===== config.mk =====
export PLATFORM = sky130hd
export DESIGN_NAME = vram_fetch_ctrl
export DESIGN_NICKNAME = d
export VERILOG_FILES = /design/src/rtl/vram_fetch_ctrl.sv
export SDC_FILE = /design/constraint.sdc
export NUM_CORES = 1
export LEC_CHECK = 0
export CORE_AREA = 2 2 96 98
export CTS_BUF_LIST = sky130_fd_sc_hd__clkbuf_4 sky130_fd_sc_hd__clkbuf_8
export DETAILED_ROUTE_END_ITERATION = 6
export DIE_AREA = 0 0 98 100
export PLACE_DENSITY = 0.8
export REMOVE_ABC_BUFFERS = 1
export SLEW_MARGIN = 0
export SYNTH_ARGS = -nofsm -noshare
export SYNTH_HDL_FRONTEND = slang
export SYNTH_SLANG_ARGS = --single-unit

===== constraint.sdc =====
create_clock -name CLK_VGA -period 4.7 [get_ports CLK_VGA]
set_clock_uncertainty 0.2 [all_clocks]
set_input_delay 0.94 -clock CLK_VGA [delete_from_list [all_inputs] [get_ports CLK_VGA]]
set_output_delay 0.94 -clock CLK_VGA [all_outputs]
set_load 0.01 [all_outputs]

===== src/rtl/vram_fetch_ctrl.sv =====
// vram_fetch_ctrl
//   Supplies the 16-bit glyph row for each 16-pixel character cell of an
//   800x600 VGA text display. Each cell needs two lookups: the character code
//   from the text RAM, then the glyph row from the font ROM. The text RAM is
//   single-ported and shared with a CPU, and display fetches always win.
//   pixel_row holds the cell being shifted out while next_row holds the
//   prefetched cell after it.
//
// Ports
//   CLK_VGA, resetn            pixel clock, asynchronous active-low reset
//   newData                    one-cycle pulse at h%16==15 inside the active area
//   end_of_line, end_of_frame  last cycle of line / frame from the VGA engine
//   line_number                scanline inside the current character row
//   pixel_row                  glyph row of the current cell
//   ram_en/ram_we/ram_addr/ram_wdata/ram_rdata   text RAM port (1-cycle read)
//   font_addr/font_data        font ROM port (1-cycle read)
//   cpu_req/cpu_we/cpu_addr/cpu_wdata            CPU request, held until cpu_ready
//   cpu_ready                  request accepted this cycle
//   cpu_rvalid/cpu_rdata       read data, one cycle after an accepted read
module vram_fetch_ctrl #(
    parameter int COLS   = 50,
    parameter int ROWS   = 30,
    parameter int FONT_H = 20,
    parameter int ADDR_W = 11
) (
    input  logic              CLK_VGA,
    input  logic              resetn,
    input  logic              newData,
    input  logic              end_of_line,
    input  logic              end_of_frame,
    input  logic [4:0]        line_number,
    output logic [15:0]       pixel_row,
    output logic              ram_en,
    output logic              ram_we,
    output logic [ADDR_W-1:0] ram_addr,
    output logic [7:0]        ram_wdata,
    input  logic [7:0]        ram_rdata,
    output logic [12:0]       font_addr,
    input  logic [15:0]       font_data,
    input  logic              cpu_req,
    input  logic              cpu_we,
    input  logic [ADDR_W-1:0] cpu_addr,
    input  logic [7:0]        cpu_wdata,
    output logic              cpu_ready,
    output logic              cpu_rvalid,
    output logic [7:0]        cpu_rdata
);

    // RD: display owns the RAM; FA: char code on ram_rdata drives the font ROM;
    // LD: glyph row arrives. W1/W2 delay the pixel_row swap to h%16==2.
    typedef enum logic [2:0] {IDLE, RD, FA, LD, W1, W2} state_t;

    state_t            state_q;
    logic [15:0]       pixel_row_q;
    logic [15:0]       next_row_q;
    logic [5:0]        fcol_q;        // column currently being fetched
    logic [5:0]        crow_q;        // character row, saturates at ROWS
    logic [5:0]        crow_d;
    logic              tgt_pix_q;     // line-start first fetch lands in pixel_row
    logic              cpu_rvalid_q;
    logic              act_q;         // keeps the CPU off the RAM while in reset
    logic              disp_rd;
    logic              row_ok;
    logic [ADDR_W-1:0] char_addr;

    assign disp_rd   = (state_q == RD);
    assign row_ok    = int'(crow_q) < ROWS;
    assign char_addr = ADDR_W'(int'(crow_q) * COLS + int'(fcol_q));

    assign cpu_ready  = cpu_req & act_q & ~disp_rd;
    assign ram_en     = disp_rd | cpu_ready;
    assign ram_we     = cpu_ready & cpu_we;
    assign ram_addr   = disp_rd ? char_addr : cpu_addr;
    assign ram_wdata  = cpu_wdata;
    assign cpu_rdata  = ram_rdata;
    assign cpu_rvalid = cpu_rvalid_q;
    assign pixel_row  = pixel_row_q;

    // line_number is stable for the whole fetch, so it can feed the ROM live.
    assign font_addr = {ram_rdata, line_number};

    // Row counter value for the line that starts after end_of_line.
    always_comb begin
        crow_d = crow_q;
        if (end_of_frame) begin
            crow_d = '0;
        end else if (line_number == 5'(FONT_H - 1) && int'(crow_q) < ROWS) begin
            crow_d = crow_q + 6'd1;
        end
    end

    always_ff @(posedge CLK_VGA or negedge resetn) begin
        if (!resetn) begin
            state_q      <= IDLE;
            pixel_row_q  <= '0;
            next_row_q   <= '0;
            fcol_q       <= '0;
            crow_q       <= '0;
            tgt_pix_q    <= 1'b0;
            cpu_rvalid_q <= 1'b0;
            act_q        <= 1'b0;
        end else begin
            act_q        <= 1'b1;
            cpu_rvalid_q <= cpu_ready & ~cpu_we;
            if (end_of_line) begin
                // Line start overrides whatever fetch was in flight.
                crow_q    <= crow_d;
                fcol_q    <= '0;
                tgt_pix_q <= 1'b1;
                if (int'(crow_d) < ROWS) begin
                    state_q <= RD;
                end else begin
                    // Below the text area: blank cells, no RAM traffic.
                    pixel_row_q <= '0;
                    next_row_q  <= '0;
                    fcol_q      <= 6'd1;
                    tgt_pix_q   <= 1'b0;
                    state_q     <= IDLE;
                end
            end else begin
                case (state_q)
                    IDLE: if (newData) state_q <= W1;
                    W1:   state_q <= W2;
                    W2: begin
                        pixel_row_q <= next_row_q;
                        if (int'(fcol_q) + 1 < COLS && row_ok) begin
                            fcol_q  <= fcol_q + 6'd1;
                            state_q <= RD;
                        end else begin
                            next_row_q <= '0;
                            state_q    <= IDLE;
                        end
                    end
                    RD:   state_q <= FA;
                    FA:   state_q <= LD;
                    LD: begin
                        if (tgt_pix_q) begin
                            // Column 0 done; chain straight into column 1.
                            pixel_row_q <= font_data;
                            tgt_pix_q   <= 1'b0;
                            fcol_q      <= 6'd1;
                            state_q     <= RD;
                        end else begin
                            next_row_q <= font_data;
                            state_q    <= IDLE;
                        end
                    end
                    default: state_q <= IDLE;
                endcase
            end
        end
    end

endmodule

# == After elaboration in Yosys (flattened, before gate mapping) ==
# Cells that the tools add are included.
# word_totals
register_bits,50
input_bits,55
out_inout_bits,60
wordCells,68
# op_classes
n_addsub,4
mul,1
magnitude_cmp,3
eq_ne,12
mux,25
n_bitwise,7
n_reduce_logical,8
# op_table
operator,count
$mux W16,6
$pmux W16 S2,2
$mux W6,5
$pmux W3 S6,1
$ne A3 B3 Y1 const B,5
$add A6 B1 Y6 const B,2
$lt A6 B5 Y1 const B,2
$pmux W6 S2,1
$add A11 B6 Y11,1
$mux W11,1
$mul A6 B5 Y10 const B,1
$add A6 B1 Y7 const B,1
$lt A7 B6 Y1 const B,1
$mux W1,7
$eq A3 B2 Y1 const B,2
$eq A3 B3 Y1 const B,2
$mux W3,2
$reduce_and A3 Y1,2
$eq A5 B5 Y1 const B,1
$and A1 B1 Y1,4
$reduce_and A4 Y1,1
$eq A3 B1 Y1 const B,1
$logic_not A3 Y1,1
$reduce_bool A3 Y1,1
other kinds (5),7

# == Longest topological paths before layout ==
# Gate-level depths: netlist of the first run.
# logic_depth
ltp_word,7
ltp_mapped,10
mapped_depth_nobuf,10

# == Worst setup path before layout of the first run ==
# OpenSTA, ideal clock, no wires.
# synth_timing
path_kind,flip-flop to output port
startpoint,register crow_q[1]
endpoint,output port ram_addr[10]
arrival_time_ps,2765
setup_slack_ps,795
stages_incl_launch_ff,11
path_buffers,0
cell_sequence,dfrtp_1 > ha_1 > ha_1 > ha_1 > fa_1 > xor2_1 > o211ai_1 > a21oi_1 > nand3_1 > xnor2_1 > o21ai_0
# synth_via
elab_chain_cells,3
# synth_lines
item,line_no,text
start: declaration,57,logic [5:0] crow_q;
start signal: assignment,107,crow_q <= crow_d;
$mul A6 B5 Y10,68,assign char_addr = ADDR_W'(int'(crow_q) * COLS + int'(fcol_q));
$add A11 B6 Y11,68,
$mux W11,73,assign ram_addr = disp_rd ? char_addr : cpu_addr;
end: declaration,35,"output logic [ADDR_W-1:0] ram_addr,"
# No other way between the ends.

# == Worst setup path after layout of the first run ==
# layout_timing
startpoint,register crow_q[0]
endpoint,output port ram_addr[7]
# Same word-level chain as after synthesis.

==> results_dict.tcl, run 1 <==
set metrics [dict create \
    status "complete, no violations" \
    synth.avg_cell_area_um2 9.973 \
    reg2reg_depth 8 \
    ys_async_sr_fraction_pct 100.0 \
    via_per_inst 5.648 \
    first_global_vias 2718 \
    r2r-start "crow_q[5]" \
    synthToLayoutAreaGrowth_pct 21.44 \
    rsz0062_at_grt "false" \
    drt-initial-drc-count 229 \
    route.met3.wl_um 656 \
    dieWidth_um 98 \
    hold_path_class "flip-flop to flip-flop" \
    required_ns 3.56 \
    worstPathMaxFanout 7 \
    min_from "pixel_row[11]" \
    route.met2.wl_mm 3.764 \
    gp_congestion 0.8634 \
    finalWirelength_mm 8.202 \
    cp.arrival_ns 3.34 \
    die_area_um2 9800 \
    core_um2 8890 \
    track_usage_pct 16.48 \
    drive_above_1_share_pct 10.10 \
    cts_made_buffers 5 \
    max-vdd-ir-drop_mv 0.1845 \
    yosysTopAreaCell "dfrtp_1" \
    fp-row-count 35 \
    max_freq_mhz 223.0 \
    routedWlPerCell_um 16.50 \
    clock_latency_ns 0.30 \
    power_density_nw_per_um2 254.4 \
    r2r-end "pixel_row[3]" \
    cp-end-kind "output pin" \
    final_cells 497 \
    num_vias 2807 \
    hold_viol_final 0 \
    root_buffer "clkbuf_8" \
    period_needed_ns 4.484 \
    synthTopCellsByArea "dfrtp_1 (36%), ha_1 (9.8%), buf_4 (6.3%), mux2i_1 (5.8%), o2bb2ai_1 (4.1%)" \
    synthCells 344 \
    worst-slew-pin-transition_ns 0.7527 \
    drt.antenna.violating_nets 0 \
    synth_edf_count 0 \
    synth_seq_cells 50 \
    synth-main-ff-cell "dfrtp_1" \
    antenna_found_initial 0 \
    drc 0 \
    critical_path_class "flip-flop to output pin" \
    crit_path_end "ram_addr[7]" \
    fin_tns_setup_ns 0 \
    clock_path_buffers 2 \
    setup_viol 0 \
    yosys_warnings 0 \
    cts_tree "done" \
    cp-start-kind "flip-flop" \
    slew_headroom_pct 49.81 \
    p_leak_nw 1.839 \
    slew_viol_final 0 \
    netlist_area_um2 3431 \
    hpwl_mm 5.835 \
    wl_met1_mm 3.720 \
    cap_violations 0 \
    n_fill_cell 804 \
    synth_top_area_share_pct 36.47 \
    cts.clk_slew.worst_paths_ns 0.09 \
    initial_core_util_pct 38.59 \
    whs_path_depth 1 \
    gr-total-overflow 0 \
    reg2reg_slack_ns 1.64 \
    dp_cells 487 \
    cts_hold_buf 0 \
    multi_input_area_um2 1863 \
    nets 470 \
    antenna_cells 0 \
    dr.pass1.iters 5 \
    fin_crit_sh_pct 95.40 \
    seqCellArea_um2 1254 \
    startpoint "crow_q[0]" \
    top_layer_used "met4" \
    ys_seq_area_share_pct 36.47 \
    fp.dieH_um 100 \
    portBuffers 74 \
    cts.sinks 50 \
    timing.hold.ws_ns 0.2958 \
    grt_pass1_wl_mm 13.44 \
    synthDistinctLibCells 53 \
    grt_max_degree 51 \
    io_pins 115 \
    h-tree-depth 2 \
]
[critical path, stage by stage, from the launching register on]
cell             delay, ns
dfrtp_2               0.46
ha_1                  0.35
ha_1                  0.29
ha_1                  0.24
fa_2                  0.60
o21ai_0               0.09
a21oi_1               0.20
xnor2_1               0.10
o21ai_0               0.15
clkdlybuf4s50_1       0.56
[cell families (layout without fill, tap and decap cells)]
family	Yosys count	count (layout)	share of synthesized area, %
adders and majority gates	29	29	11.01
buffers and inverters	56	98	9.956
DFF	50	50	36.47
other	1	1	0.1093
and+or+nand+nor	69	69	10.69
AOI/OAI and AO/OA	104	104	22.03
muxes	21	21	6.163
xor gates and xnor gates	14	14	3.574
[area by class of cell]
| cell class | instances | area share [%] |
|---|---|---|
| multi-input combinational | 238 | 44.71 |
| inverter | 11 | 0.9910 |
| timing repair buffer | 80 | 18.86 |
| sequential | 50 | 30.09 |
| clock buffer | 7 | 2.012 |
| tap | 111 | 3.333 |
[report_power, final]
group	internal, mW	switching [mW]	total (mW)
clock network	0.114	0.134	0.249
registers	0.468	0.0312	0.500
logic	0.166	0.146	0.312
[per-stage QoR]
stage / power (mW) / utilization (%) / cell area, um2 / setup WS, ns
CTS: 1.069 / 46.67 / 4149 / 0.03831
detailed placement: 0.8155 / 45.38 / 4034 / 0.2298
finish: 1.060 / 46.87 / 4167 / 0.2164
global route: 1.117 / 46.87 / 4167 / 0.04234
global placement: 0.8092 / 45.38 / 4034 / 0.2651
floorplan: 0.6462 / - / 3131 / 0.7950
[worst min-delay path by stage]
stage	endpoint	slack, ns
after floorplan	next_row_q[10]	0.27
after global placement	pixel_row[2]	0.27
after detailed placement	pixel_row[2]	0.27
after CTS	pixel_row[11]	0.30
after global routing	pixel_row[9]	0.31
final	pixel_row[11]	0.30
[layer usage]
layer	vias to the layer above	global-route usage, %
met3	6	3.830
met5	-	1.538
met4	0	3.205
li1	1320	-
met1	1341	23.14
met2	140	26.19
[flip-flops by register name, indices dropped and copies added (netlist names)]
name and cells:
next_row_q 16, tgt_pix_q 1, pixel_row 16, state_q 3, fcol_q 6, crow_q 6, cpu_rvalid 1, act_q 1
[synthesized netlist by cell type, types with 2 or more instances]
library cell,number
nor3_1,3
xnor2_1,8
nand2_1,20
a22o_2,6
clkbuf_1,12
nor4_1,7
o2bb2ai_1,16
ha_1,27
buf_6,3
a211o_1,2
xor2_1,6
a22o_1,10
and2_1,2
nand2b_1,4
a211oi_1,2
fa_1,2
or3_1,2
nor2b_1,2
mux2i_1,20
dfrtp_1,50
nand3_1,6
a21o_1,3
inv_1,11
buf_4,29
nor2_1,13
o31a_2,3
o211ai_1,4
o21ai_0,26
a21oi_1,15
nand4_1,2
or2_2,2
a31oi_1,4
a32o_1,2
[cell usage in the layout (no fill, tap or decap), types with 8 or more instances in the layout]
cell / netlist / layout
mux2i_1: 20 / 20
clkdlybuf4s50_1: 0 / 70
o2bb2ai_1: 16 / 16
inv_1: 11 / 11
nor2_1: 13 / 13
a21oi_1: 15 / 14
dfrtp_1: 50 / 48
ha_1: 27 / 27
xnor2_1: 8 / 8
o21ai_0: 26 / 25
nand2_1: 20 / 20
a22o_1: 10 / 10
[repair_timing]
action                                  CTS  global route
buffers inserted                          2             1
endpoints found under the setup margin    2             3
resized for setup                         6             5
pin swaps                                 1             0
Power figures use the tool's default switching activity.
==> run 2: changes to the inputs <==
--- a/config.mk
+++ b/config.mk
@@ -9,7 +9,8 @@
 export CTS_BUF_LIST = sky130_fd_sc_hd__clkbuf_4 sky130_fd_sc_hd__clkbuf_8
 export DETAILED_ROUTE_END_ITERATION = 6
 export DIE_AREA = 0 0 98 100
-export PLACE_DENSITY = 0.8
+export DONT_BUFFER_PORTS = 1
+export PLACE_DENSITY = 0.63
 export REMOVE_ABC_BUFFERS = 1
 export SLEW_MARGIN = 0
 export SYNTH_ARGS = -nofsm -noshare
==> results_dict.tcl, run 2 (synthesized netlist as in run 1, its figures left out) <==
set metrics [dict create \
    final_common_cell "dfrtp_1" \
    drive_above_1_share_pct 9.385 \
    required_ns 3.56 \
    finalWirelength_mm 7.204 \
    drt.antenna.violating_nets 0 \
    power_density_nw_per_um2 301.9 \
    status "complete, no violations" \
    routedWlPerCell_um 17.15 \
    core_um2 8890 \
    cp-end-kind "output pin" \
    final_area_um2 3428 \
    first_global_vias 2369 \
    rsz0062_at_grt "false" \
    post_cts_buffers 0 \
    drc 0 \
    wl_met1_mm 3.397 \
    reg2reg_slack_ns 1.70 \
    fp-row-count 35 \
    cts_made_buffers 5 \
    slew_viol_final 0 \
    h-tree-depth 2 \
    worst-slew-pin-transition_ns 0.7210 \
    hold_path_class "input port to async pin" \
    initial_core_util_pct 38.59 \
    path_cells "ha_1 > ha_1 > ha_1 > fa_1 > xor2_1 > o211ai_1 > a21oi_1 > nand3_1 > xnor2_1 > o21ai_1" \
    nets 392 \
    hold_viol_final 0 \
    pre_cts_slack_ns 0.5713 \
    fin_crit_sh_pct 93.56 \
    fin_tns_setup_ns 0 \
    grt_pass1_wl_mm 11.70 \
    io_pins 115 \
    critical_path_class "flip-flop to output pin" \
    drt-initial-drc-count 141 \
    crit_path_top_delay_cell "dfrtp_1" \
    die_area_um2 9800 \
    max-vdd-ir-drop_mv 0.2025 \
    period_needed_ns 4.397 \
    cts_hold_buf 0 \
    cts.sinks 50 \
    fp.dieH_um 100 \
    root_buffer "clkbuf_8" \
    cts.clk_slew.worst_paths_ns 0.10 \
    route.met2.wl_mm 3.097 \
    crit_top_cell "ha_1" \
    portBuffers 0 \
    cp.arrival_ns 3.26 \
    dr.pass1.iters 4 \
    track_usage_pct 14.58 \
    route.met3.wl_um 666 \
    synthToLayoutAreaGrowth_pct -0.07287 \
    via_per_inst 5.736 \
    antenna_cells 0 \
    dieWidth_um 98 \
    setup_viol 0 \
    max_freq_mhz 227.4 \
    worst_slack_ns 0.3027 \
    final_util_pct 38.56 \
    slew_headroom_pct 51.93 \
    antenna_found_initial 0 \
    gr-total-overflow 0 \
    slowest_delay_ns 0.48 \
    top_layer_used "met4" \
    clock_path_buffers 2 \
    grt_max_degree 51 \
    p_leak_nw 1.540 \
    place_area_um2 3291 \
    cts_tree "done" \
    num_vias 2409 \
    final_cell_mix "dfrtp_1 (50), ha_1 (27), o21ai_0 (25)" \
    worstPathMaxFanout 7 \
    gp_congestion 0.8909 \
    cp-start-kind "flip-flop" \
    clock_latency_ns 0.30 \
    hpwl_mm 5.331 \
    cap_violations 0 \
]
-- run 2: changes by cell type in the layout (fill, tap and decap cells not counted), sizes merged --
| cell | delta |
|---|---|
| dlymetal6s2s | -2 |
| clkdlybuf4s50 | -70 |
| clkinv | +1 |
| clkbuf | -2 |
| bufinv | +2 |
| buf | -5 |
| clkdlybuf4s15 | -1 |
-- run 2: repair_timing --
| item | in CTS | in global routing |
|---|---|---|
| setup endpoints to repair | 0 | 1 |
| hold endpoints to repair | 0 | 0 |
| gates resized for setup | 0 | 1 |
-- run 2: worst paths after layout --
path | start | end | cells after the start
worst max-delay path | crow_q[0] | ram_addr[10] | 10
worst min-delay path | resetn | pixel_row[14] | 0
worst max register to register | crow_q[5] | pixel_row[0] | 8
worst min register to register | next_row_q[15] | next_row_q[15] | 1
max in group asynchronous | resetn | next_row_q[0] | 0
min in group CLK_VGA | next_row_q[15] | next_row_q[15] | 1
-- run 2: power breakdown --
group          switching [mW]  total [mW]  internal (mW)
registers              0.0452       0.514          0.468
clock network           0.145       0.358          0.213
logic                  0.0939       0.163         0.0692
-- run 2: worst max-delay path: cells and delay by family, from the launching register on --
kind	cells	cell delay, ns
AND/OR/NAND/NOR	1	0.14
XOR/XNOR	2	0.41
flip-flops	1	0.48
AO/OA/AOI/OAI	3	0.59
adder cells (fa/ha/maj)	4	1.35
-- run 2: area by class of cell --
cell class	count	area, um2
Timing Repair Buffer	2	15.01
Fill cell	884	5461
Tap cell	111	138.9
Multi-Input combinational cell	238	1844
Inverter	11	41.29
Clock inverter	3	68.82
Sequential cell	50	1251
Clock buffer	5	68.82
-- run 2: per-layer routing --
metal / track usage (%) / vias to the layer above
met5: 0 / -
met4: 3.419 / 0
met3: 5.571 / 4
met2: 22.29 / 102
met1: 19.72 / 1137
li1: - / 1166
-- run 2: stage by stage --
| step | total power, mW | hold WS (ns) | cells |
|---|---|---|---|
| after floorplan | 0.6462 | 0.2654 | 299 |
| after global placement | 0.6834 | 0.2817 | 412 |
| after detailed placement | 0.6866 | 0.2873 | 412 |
| after CTS | 1.051 | 0.1064 | 420 |
| after global routing | 1.086 | 0.09767 | 420 |
| final | 1.035 | 0.1226 | 420 |
